**src/rtl/logic_unit_arbiter_if.sv**
```systemverilog
// logic_unit_arbiter_if
//   Bundles the requester command bus, the shared logic-unit port pair and the
//   response channel of logic_unit_arbiter.
//   Requester side : req_valid, req_ready, req_a, req_b, req_sel (packed per requester)
//   Logic unit side: lu_a, lu_b, lu_select (to unit), lu_out, lu_valid (from unit)
//   Response side  : rsp_valid, rsp_ready, rsp_data, rsp_err, rsp_id
//   Modports: slave  = the arbiter
//             master = everything around it (requesters, logic unit, response sink)
interface logic_unit_arbiter_if #(
  parameter int NUM_REQ = 4,
  parameter int DATA_W  = 8,
  parameter int ID_W    = 2
);
  logic [NUM_REQ-1:0]        req_valid;
  logic [NUM_REQ-1:0]        req_ready;
  logic [NUM_REQ*DATA_W-1:0] req_a;
  logic [NUM_REQ*DATA_W-1:0] req_b;
  logic [NUM_REQ*3-1:0]      req_sel;
  logic [DATA_W-1:0]         lu_a;
  logic [DATA_W-1:0]         lu_b;
  logic [2:0]                lu_select;
  logic [DATA_W-1:0]         lu_out;
  logic                      lu_valid;
  logic                      rsp_valid;
  logic                      rsp_ready;
  logic [DATA_W-1:0]         rsp_data;
  logic                      rsp_err;
  logic [ID_W-1:0]           rsp_id;

  modport slave (
    input  req_valid, req_a, req_b, req_sel, lu_out, lu_valid, rsp_ready,
    output req_ready, lu_a, lu_b, lu_select, rsp_valid, rsp_data, rsp_err, rsp_id
  );

  modport master (
    output req_valid, req_a, req_b, req_sel, lu_out, lu_valid, rsp_ready,
    input  req_ready, lu_a, lu_b, lu_select, rsp_valid, rsp_data, rsp_err, rsp_id
  );
endinterface

```
**src/rtl/logic_unit_arbiter.sv**
```systemverilog
// logic_unit_arbiter
//   Shares one combinational 8-bit logic unit among NUM_REQ requesters with
//   round-robin arbitration. One command in flight: IDLE -> EXEC -> RESP -> IDLE.
// Ports:
//   clk  : clock, all state on rising edge
//   rst  : synchronous active-high reset
//   bus  : logic_unit_arbiter_if.slave (requester commands, logic unit drive and
//          return, response channel with requester id)
// Optional feature:
//   LU_PRECHECK_EN - when defined, unsupported selects are rejected in IDLE and
//   go straight to RESP with rsp_err=1, leaving lu_* untouched.
module logic_unit_arbiter #(
  parameter int NUM_REQ = 4,
  parameter int DATA_W  = 8,
  parameter int ID_W    = 2
) (
  input logic                   clk,
  input logic                   rst,
  logic_unit_arbiter_if.slave   bus
);

  localparam int PTR_W = $clog2(NUM_REQ);

  typedef enum logic [1:0] {
    IDLE = 2'd0,
    EXEC = 2'd1,
    RESP = 2'd2
  } state_t;

  state_t            state;
  logic [PTR_W-1:0]  rr_ptr;
  logic [ID_W-1:0]   id_q;

  logic              found;
  logic [PTR_W-1:0]  gnt_idx;
  logic [DATA_W-1:0] g_a;
  logic [DATA_W-1:0] g_b;
  logic [2:0]        g_sel;
  logic              reject;

  // Rotating priority search starting at rr_ptr.
  always_comb begin
    found   = 1'b0;
    gnt_idx = '0;
    for (int unsigned k = 0; k < NUM_REQ; k++) begin
      logic [PTR_W-1:0] cand;
      cand = PTR_W'((32'(rr_ptr) + k) % NUM_REQ);
      if (!found && bus.req_valid[cand]) begin
        found   = 1'b1;
        gnt_idx = cand;
      end
    end
  end

  assign g_a   = bus.req_a[32'(gnt_idx)*DATA_W +: DATA_W];
  assign g_b   = bus.req_b[32'(gnt_idx)*DATA_W +: DATA_W];
  assign g_sel = bus.req_sel[32'(gnt_idx)*3 +: 3];

  always_comb begin
    bus.req_ready = '0;
    if (state == IDLE && found)
      bus.req_ready[gnt_idx] = 1'b1;
  end

`ifdef LU_PRECHECK_EN
  function automatic logic sel_ok(input logic [2:0] s);
    case (s)
      3'b000, 3'b100, 3'b010, 3'b001, 3'b110: return 1'b1;
      default:                                return 1'b0;
    endcase
  endfunction
  assign reject = ~sel_ok(g_sel);
`else
  assign reject = 1'b0;
`endif

  always_ff @(posedge clk) begin
    if (rst) begin
      state         <= IDLE;
      rr_ptr        <= '0;
      id_q          <= '0;
      bus.lu_a      <= '0;
      bus.lu_b      <= '0;
      bus.lu_select <= '0;
      bus.rsp_valid <= 1'b0;
      bus.rsp_data  <= '0;
      bus.rsp_err   <= 1'b0;
      bus.rsp_id    <= '0;
    end else begin
      case (state)
        IDLE: begin
          // In IDLE a found grant is exactly the valid&ready handshake.
          if (found) begin
            rr_ptr <= PTR_W'((32'(gnt_idx) + 1) % NUM_REQ);
            id_q   <= ID_W'(gnt_idx);
            if (reject) begin
              // Rejected op bypasses EXEC; lu_* keep their previous value.
              bus.rsp_valid <= 1'b1;
              bus.rsp_data  <= '0;
              bus.rsp_err   <= 1'b1;
              bus.rsp_id    <= ID_W'(gnt_idx);
              state         <= RESP;
            end else begin
              bus.lu_a      <= g_a;
              bus.lu_b      <= g_b;
              bus.lu_select <= g_sel;
              state         <= EXEC;
            end
          end
        end
        EXEC: begin
          bus.rsp_data  <= bus.lu_valid ? bus.lu_out : '0;
          bus.rsp_err   <= ~bus.lu_valid;
          bus.rsp_id    <= id_q;
          bus.rsp_valid <= 1'b1;
          state         <= RESP;
        end
        RESP: begin
          if (bus.rsp_ready) begin
            bus.rsp_valid <= 1'b0;
            state         <= IDLE;
          end
        end
        default: state <= IDLE;
      endcase
    end
  end

endmodule
```
**src/flat_wrapper.sv**
```systemverilog
// flat-port wrapper written by rule: the top's interface ports become plain ports
module logic_unit_arbiter_flat 
#(
  parameter int NUM_REQ = 4,
  parameter int DATA_W  = 8,
  parameter int ID_W    = 2
)
  (clk, rst, bus_req_valid, bus_req_a, bus_req_b, bus_req_sel, bus_lu_out, bus_lu_valid, bus_rsp_ready, bus_req_ready, bus_lu_a, bus_lu_b, bus_lu_select, bus_rsp_valid, bus_rsp_data, bus_rsp_err, bus_rsp_id);
  logic_unit_arbiter_if #(.NUM_REQ(NUM_REQ), .DATA_W(DATA_W), .ID_W(ID_W)) bus_i ();
  input logic clk;
  input logic rst;
  input wire logic [$bits(bus_i.req_valid)-1:0] bus_req_valid;
  input wire logic [$bits(bus_i.req_a)-1:0] bus_req_a;
  input wire logic [$bits(bus_i.req_b)-1:0] bus_req_b;
  input wire logic [$bits(bus_i.req_sel)-1:0] bus_req_sel;
  input wire logic [$bits(bus_i.lu_out)-1:0] bus_lu_out;
  input wire logic [$bits(bus_i.lu_valid)-1:0] bus_lu_valid;
  input wire logic [$bits(bus_i.rsp_ready)-1:0] bus_rsp_ready;
  output wire logic [$bits(bus_i.req_ready)-1:0] bus_req_ready;
  output wire logic [$bits(bus_i.lu_a)-1:0] bus_lu_a;
  output wire logic [$bits(bus_i.lu_b)-1:0] bus_lu_b;
  output wire logic [$bits(bus_i.lu_select)-1:0] bus_lu_select;
  output wire logic [$bits(bus_i.rsp_valid)-1:0] bus_rsp_valid;
  output wire logic [$bits(bus_i.rsp_data)-1:0] bus_rsp_data;
  output wire logic [$bits(bus_i.rsp_err)-1:0] bus_rsp_err;
  output wire logic [$bits(bus_i.rsp_id)-1:0] bus_rsp_id;
  assign bus_i.req_valid = bus_req_valid;
  assign bus_i.req_a = bus_req_a;
  assign bus_i.req_b = bus_req_b;
  assign bus_i.req_sel = bus_req_sel;
  assign bus_i.lu_out = bus_lu_out;
  assign bus_i.lu_valid = bus_lu_valid;
  assign bus_i.rsp_ready = bus_rsp_ready;
  assign bus_req_ready = bus_i.req_ready;
  assign bus_lu_a = bus_i.lu_a;
  assign bus_lu_b = bus_i.lu_b;
  assign bus_lu_select = bus_i.lu_select;
  assign bus_rsp_valid = bus_i.rsp_valid;
  assign bus_rsp_data = bus_i.rsp_data;
  assign bus_rsp_err = bus_i.rsp_err;
  assign bus_rsp_id = bus_i.rsp_id;
  logic_unit_arbiter #(.NUM_REQ(NUM_REQ), .DATA_W(DATA_W), .ID_W(ID_W)) u_core (.clk(clk), .rst(rst), .bus(bus_i));
endmodule
```
**config.mk**
```make
export PLATFORM = sky130hd
export DESIGN_NAME = logic_unit_arbiter_flat
export DESIGN_NICKNAME = d
export VERILOG_FILES = /design/src/rtl/logic_unit_arbiter_if.sv /design/src/rtl/logic_unit_arbiter.sv /design/src/flat_wrapper.sv
export SDC_FILE = /design/constraint.sdc
export NUM_CORES = 1
export LEC_CHECK = 0
export CAP_MARGIN = 10
export CORE_ASPECT_RATIO = 0.9
export CORE_MARGIN = 2
export CORE_UTILIZATION = 40
export DETAILED_ROUTE_END_ITERATION = 8
export PLACE_DENSITY = 0.92
export RECOVER_POWER = 50
export SLEW_MARGIN = 20
export SYNTH_ARGS = -nofsm -noshare
export SYNTH_HDL_FRONTEND = slang
export SYNTH_SLANG_ARGS = --single-unit
```
**constraint.sdc**
```tcl
create_clock -name clk -period 5 [get_ports clk]
set_input_delay 1 -clock clk [delete_from_list [all_inputs] [get_ports clk]]
set_output_delay 1 -clock clk [all_outputs]
set_load 0.01 [all_outputs]
```
; ---- Word-level counts from Yosys, hierarchy flattened
; Cells that the tools add are included.
[word_totals]
regBits = 37
input_bits = 92
out_inout_bits = 35
word_cells = 67
[op_classes]
n_addsub = 4
multipliers = 1
order_cmp = 6
n_eq_ne = 4
shift = 3
mux = 25
n_bitwise = 1
reduce_logical = 13
[op_table]
columns = operator, count
row1 = $shiftx 32x6->8, 2
row2 = $lt 2x3->1 const B, 5
row3 = $mux 2, 6
row4 = $shiftx 12x5->3, 1
row5 = $mux 1, 10
row6 = $bmux 1 s2, 4
row7 = $mux 8, 1
row8 = $pmux 2 s3, 1
row9 = $reduce_and 2->1, 3
row10 = $logic_and 1x1->1, 5
row11 = $add 2x1->2 const B, 2
row12 = $add 2x2->2 const B, 2
row13 = $mul 2x2->4 const B, 1
row14 = $mux 4, 1
row15 = $logic_not 1->1, 3
row16 = $demux 1 s2, 1
row17 = $eq 2x1->1 const B, 1
row18 = $eq 2x2->1 const B, 1
row19 = $ge 2x1->1 const B, 1
row20 = $logic_not 2->1, 1
row21 = $ne 2x1->1 const B, 1
row22 = $ne 2x2->1 const B, 1
row23 = $pmux 1 s2, 1
row24 = $reduce_bool 2->1, 1
row25 = $not 1->1, 1

; ---- Logic depth before layout (Yosys ltp)
; Gate-level depths: netlist of run 1.
[logic_depth]
ltp_word = 17
depth_mapped = 8
ltp_nobuf = 5

; ---- Worst setup path after synthesis of run 1
; OpenSTA, ideal clock, no wires.
[synth_timing]
path_type = input to output
start = input bus_req_valid[0]
end = output bus_req_ready[1]
arrival_time_ps = 2122
required_time_ps = 4000
slack_ps = 1878
path_stages = 4
n_path_buf = 0
cell_sequence = nor2b_1 > nor4b_1 > o21ai_0 > nor2_1
[synth_between]
elab_chain_cells = 17
elab_cells_between_ends = 29
cone_classes = order compare: 2 / mux: 19 / reduce/logical: 8
[synth_lines]
columns = element, line
row1 = from (decl), flat_wrapper.sv:12  ; input wire logic [$bits(bus_i.req_valid)-1:0] bus_req_valid;
row2 = $bmux 1 s2, logic_unit_arbiter.sv:48  ; if (!found && bus.req_valid[cand]) begin
row3 = $mux 1 (not written as such), logic_unit_arbiter.sv:48
row4 = $mux 1, logic_unit_arbiter.sv:48
row5 = $logic_not 1->1, logic_unit_arbiter.sv:48
row6 = $logic_and 1x1->1, logic_unit_arbiter.sv:48
row7 = $mux 1, logic_unit_arbiter.sv:48
row8 = $logic_not 1->1, logic_unit_arbiter.sv:48
row9 = $logic_and 1x1->1, logic_unit_arbiter.sv:48
row10 = $mux 1, logic_unit_arbiter.sv:48
row11 = $logic_not 1->1, logic_unit_arbiter.sv:48
row12 = $logic_and 1x1->1, logic_unit_arbiter.sv:48
row13 = $mux 2, logic_unit_arbiter.sv:48
row14 = $lt 2x3->1 (not written as such) / $ge 2x1->1 (equally long branches), logic_unit_arbiter.sv:62  ; bus.req_ready[gnt_idx] = 1'b1;
row15 = $logic_and 1x1->1 (not written as such), logic_unit_arbiter.sv:62
row16 = $mux 1 (not written as such), logic_unit_arbiter.sv:62
row17 = $demux 1 s2, -
row18 = $mux 4 *, logic_unit_arbiter.sv:61  ; if (state == IDLE && found)
row19 = to (decl), flat_wrapper.sv:19  ; output wire logic [$bits(bus_i.req_ready)-1:0] bus_req_ready;
; Every way passes the cells marked *; elsewhere a longest branch is shown, timed or not. The select of a mux whose other input is x is not followed.

; ---- Worst setup path after layout of run 1
[layout_timing]
start = input bus_req_valid[1]
end = output bus_req_ready[1]
; The elaborated chain is that of the path after synthesis.

==> reports/qor.yml, run 1 <==
rr_worst_depth: 5
antenna_found_initial: 0
r2r_start: "u_core.rr_ptr[0]"
rows: 24
dp_hpwl_um: 5022
grt_overflow: 0
ys_seq_area_frac: 0.3556
maxSlewViolCount: 0
synth_area_um2: 2083
hold_path_depth: 2
final.setup.tns_ns: 0
cp-end-kind: "primary output"
cts_resized: 0
dieArea_um2: 5802
max-cap-violations: 0
drive_gt1_frac: 0.04607
multi_input_area_um2: 1227
gp_congestion: 0.8630
netlist_instances: 253
rsz0062_at_grt: "false"
path_class: "in -> out"
crit_path_max_fanout: 5
syn_area_per_cell_um2: 8.234
clock.fmax_mhz: 231.9
via_per_inst: 5.281
peakVddDrop_mv: 0.1556
critPathLaunchType: "input pin"
drc: 0
grt_pass1_vias: 2219
cts.sinks: 37
yosysMostFrequentCell: "dfxtp_1"
r2r-end: "u_core.bus.lu_b[4]"
arrival_ns: 3.31
die_h_um: 72.47
io_pins: 127
skew_ns: 0.004375
ant_nets: 0
hp-class: "reg -> reg"
yosysWarnings: 0
total_power_uw: 988.7
synth_top_cell_by_area: "dfxtp_1"
initial_core_util: 0.4230
synth.top_cell.area_share: 0.3556
clk_latency_ns: 0.29
powerDensity_nw_per_um2: 286.6
synth-seq-cells: 37
finalSetupViolCount: 0
cts_max_path_buffers: 2
nFillCells: 416
nets: 460
cts_root_buf: "clkbuf_8"
hold_violations: 0
crit_start: "bus_req_valid[1]"
cts_tree: "yes"
grt_use_total: 0.2344
seqCellArea_um2: 740.7
fin_crit_sh: 0.8626
area_growth_pct: 65.59
synthTopCellsByArea: "dfxtp_1 36%, mux2i_1 9.1%, o211ai_1 7.2%"
fp.dieW_um: 80.07
diodes: 0
cts-htree-levels: 2
reg2reg_slack_ns: 2.71
yosys_most_used_dff: "dfxtp_1"
routed_wl_um: 6646
wl_per_cell_um: 15.31
core_area_um2: 4925
io_buffers: 126
synth_nets: 345
grt_max_degree: 39
grt_first_pass_wirelength_um: 10540
final.min_clock_period_ns: 4.313
synth-edff-count: 0
endpoint: "bus_req_ready[1]"
crit_required_ns: 4.00
synth_cell_type_count: 35
num_vias: 2292
dr.pass1.iters: 4
hold_buffers: 0
max_slew_margin: 0.3199
status: "completed"
synth-async-reset-ratio: 0
clk_pin_slew_ns: 0.07
cts_made_buffers: 5
post_cts.repair.setup_buffers: 0
drt_iter0_drc: 56
worst_pin_slew_ns: 1.020
yosys-top-cells-count: "37 x dfxtp_1, 35 x nand2_1, 20 x o211ai_1"
p_leak_nw: 1.393
==> cell type report <==
cell class | count | area share
inverters | 3 | 0.003264
repair buffers | 127 | 0.3678
clock buffers | 6 | 0.02394
well taps | 65 | 0.02358
multi-input cells | 194 | 0.3558
flip-flops and latches | 37 | 0.2147
clock inverters | 2 | 0.01088
==> metal layers <==
metal | up-vias | track usage | routed length (um)
met2 | 84 | 0.4269 | 3361
li1 | 1147 | - | -
met4 | 0 | 0.08663 | 184
met5 | - | 0 | 0
met1 | 1046 | 0.2591 | 2630
met3 | 15 | 0.06592 | 470
==> metrics by stage <==
step           hold slack (ns)  utilization  setup WS (ns)  instances  cell area (um^2)
2_1_floorplan           0.4321            -          1.878        253              2083
3_3_place_gp            0.4395       0.6761         0.8151        426              3329
3_5_place_dp            0.4451       0.6761         0.7773        426              3329
4_1_cts                 0.4560       0.7005         0.7792        434              3450
5_1_grt                 0.4810       0.7005         0.5151        434              3450
6_report                0.4484       0.7005         0.6870        434              3450
==> cell families (layout without fill, tap and decap cells) <==
logic type | Yosys count | count (layout) | synth area share
compound gates | 81 | 81 | 0.2517
simple gates | 94 | 94 | 0.2462
buf+inv | 22 | 138 | 0.05525
mux | 19 | 19 | 0.09129
flops | 37 | 37 | 0.3556
==> worst min-delay path by stage <==
stage                           start                     end  slack (ns)
6_report       u_core.bus.rsp_data[5]  u_core.bus.rsp_data[5]        0.45
5_1_grt        u_core.bus.rsp_data[2]  u_core.bus.rsp_data[2]        0.48
4_1_cts        u_core.bus.rsp_data[5]  u_core.bus.rsp_data[5]        0.46
3_5_place_dp   u_core.bus.rsp_data[5]  u_core.bus.rsp_data[5]        0.45
3_3_place_gp   u_core.bus.rsp_data[1]  u_core.bus.rsp_data[1]        0.44
2_1_floorplan          u_core.id_q[0]    u_core.bus.rsp_id[0]        0.43
==> layout by cell type, fill, tap and decap left out, drive strengths merged, types with 5 or more instances in the layout <==
master,n
o211ai,20
nor2b,5
and3,19
o21ai,22
dlygate4sd3,25
clkbuf,6
a21oi,15
mux2i,19
a21boi,19
nor2,10
nand2,35
clkdlybuf4s50,101
dfxtp,37
nand3,9
==> registers in the layout (all words and copies together) (netlist names) <==
register              flops
u_core.bus.lu_a           8
u_core.bus.lu_b           8
u_core.bus.rsp_data       8
u_core.bus.lu_select      3
u_core.bus.rsp_id         2
u_core.id_q               2
u_core.rr_ptr             2
u_core.state              2
u_core.bus.rsp_err        1
u_core.bus.rsp_valid      1
==> critical path, stage by stage <==
cell and delay (ns):
dlygate4sd3_1 0.62, nor2b_1 0.11, nor4_1 0.58, o21ai_0 0.32, nor2_1 0.15, clkdlybuf4s50_1 0.54
==> power by group <==
part           switching, mW  internal (mW)
Combinational          0.159          0.193
Clock                  0.114          0.162
Sequential            0.0245          0.335
Power figures use the tool's default switching activity.
==> run 2: changes to the inputs <==
--- a/config.mk
+++ b/config.mk
@@ -7,7 +7,7 @@
 export LEC_CHECK = 0
 export CAP_MARGIN = 10
 export CORE_ASPECT_RATIO = 0.9
-export CORE_MARGIN = 2
+export CORE_MARGIN = 1
 export CORE_UTILIZATION = 40
 export DETAILED_ROUTE_END_ITERATION = 8
 export PLACE_DENSITY = 0.92
==> reports/qor.yml, run 2 (same netlist as run 1, synthesis figures left out) <==
antenna_found_initial: 0  # unchanged
dieArea_um2: 5501  # was 5802 um^2
grt_overflow: 0  # unchanged
path_class: "in -> out"  # unchanged
drive_gt1_frac: 0.04607  # unchanged
p_leak_nw: 1.392  # was 1.393 nW
diodes: 0  # unchanged
hold_path_depth: 2  # unchanged
wl_per_cell_um: 15.44  # was 15.31 um
routed_wl_um: 6700  # was 6646 um
cts_root_buf: "clkbuf_8"  # unchanged
final_common_cell: "clkdlybuf4s50_1"  # unchanged
cts_resized: 0  # unchanged
ant_nets: 0  # unchanged
worst_pin_slew_ns: 0.9932  # was 1.020 ns
powerDensity_nw_per_um2: 274.6  # was 286.6 nW/um^2
fp.dieW_um: 78.07  # was 80.07 um
clk_latency_ns: 0.28  # was 0.29 ns
initial_core_util: 0.4230  # unchanged
die_h_um: 70.47  # was 72.47 um
io_pins: 127  # unchanged
dp_hpwl_um: 4972  # was 5022 um
final.min_clock_period_ns: 4.316  # was 4.313 ns
io_buffers: 126  # unchanged
nFillCells: 427  # was 416
drt_iter0_drc: 60  # was 56
final.setup.tns_ns: 0  # unchanged
status: "completed"  # unchanged
total_power_uw: 942.0  # was 988.7 uW
cts_made_buffers: 5  # unchanged
instances_no_fill: 434  # unchanged
skew_ns: 0.009233  # was 0.004375 ns
cts_max_path_buffers: 2  # unchanged
post_cts.repair.setup_buffers: 0  # unchanged
grt_pass1_vias: 2288  # was 2,219
via_per_inst: 5.348  # was 5.281
critPathLaunchType: "input pin"  # unchanged
area_growth_pct: 64.68  # was 65.59%
fin_crit_sh: 0.8631  # was 0.8626
clock.fmax_mhz: 231.7  # was 231.9 MHz
crit_required_ns: 4.00  # about the same
cts-htree-levels: 2  # unchanged
hp-class: "reg -> reg"  # unchanged
hold_buffers: 0  # unchanged
maxSlewViolCount: 0  # unchanged
crit_path_max_fanout: 5  # unchanged
cts.sinks: 37  # unchanged
cp-end-kind: "primary output"  # unchanged
place_inst: 426  # unchanged
grt_use_total: 0.2450  # was 0.2344
grt_first_pass_wirelength_um: 10630  # was 10,540 um
dr.pass1.iters: 4  # unchanged
hold_violations: 0  # unchanged
max-cap-violations: 0  # unchanged
finalSetupViolCount: 0  # unchanged
peakVddDrop_mv: 0.1493  # was 0.1556 mV
core_area_um2: 4925  # unchanged
arrival_ns: 3.32  # was 3.31 ns
rr_worst_depth: 5  # unchanged
nets: 460  # unchanged
grt_max_degree: 39  # unchanged
gp_congestion: 0.8523  # was 0.8630
final_cell_mix: "101 x clkdlybuf4s50_1, 37 x dfxtp_1, 35 x nand2_1"  # unchanged
rsz0062_at_grt: "false"  # unchanged
cts_tree: "yes"  # unchanged
clk_pin_slew_ns: 0.07  # about the same
rows: 24  # unchanged
reg.largest.list: "u_core.bus.lu_a x8, u_core.bus.lu_b x8, u_core.bus.rsp_data x8"  # unchanged
num_vias: 2321  # was 2,292
max_slew_margin: 0.3379  # was 0.3199
drc: 0  # unchanged
==> run 2: through the flow <==
step,worst slack (ns),area [um^2],hold slack [ns],util
after detailed placement,0.7037,3329,0.4463,0.6761
after CTS,0.7035,3431,0.4569,0.6966
final,0.6844,3431,0.4514,0.6966
after global placement,0.8146,3329,0.4383,0.6761
after global routing,0.5460,3431,0.4766,0.6966
after floorplan,1.878,2083,0.4321,-
==> run 2: report_power, final <==
part | leakage [nW] | switching, mW | internal (mW) | total, mW
combinational | 1.03 | 0.159 | 0.193 | 0.352
sequential | 0.304 | 0.0247 | 0.335 | 0.360
clock | 0.0542 | 0.105 | 0.125 | 0.230
==> run 2: final cells by class <==
cell class / count / area, um^2 / area share
Tap cell: 65 / 81.33 / 0.02371
Sequential cell: 37 / 740.7 / 0.2159
Clock inverter: 1 / 5.005 / 0.001459
Multi-Input combinational cell: 194 / 1227 / 0.3578
Clock buffer: 7 / 96.34 / 0.02808
Timing Repair Buffer: 127 / 1269 / 0.3698
Inverter: 3 / 11.26 / 0.003282
==> run 2: worst paths after layout <==
path / slack [ns] / from / endpoint
max: 0.68 / bus_req_valid[3] / bus_req_ready[1]
min: 0.45 / u_core.bus.rsp_data[7] / u_core.bus.rsp_data[7]
max reg2reg: 2.72 / u_core.rr_ptr[0] / u_core.bus.lu_b[2]
min reg2reg: 0.45 / u_core.bus.rsp_data[7] / u_core.bus.rsp_data[7]
==> run 2: per-layer routing <==
layer	track usage	vias to the layer above	wire length [um]
met1	0.2654	1056	2732
met5	0	-	0
met4	0.1029	0	157
met3	0.05229	14	342
met2	0.4552	101	3467
li1	-	1150	-
==> run 2: critical path, stage by stage <==
cell and delay, ns:
clkdlybuf4s50_1 0.55, nor2b_1 0.10, nor4b_1 0.64, o21ai_0 0.32
nor2_1 0.15, clkdlybuf4s50_1 0.54
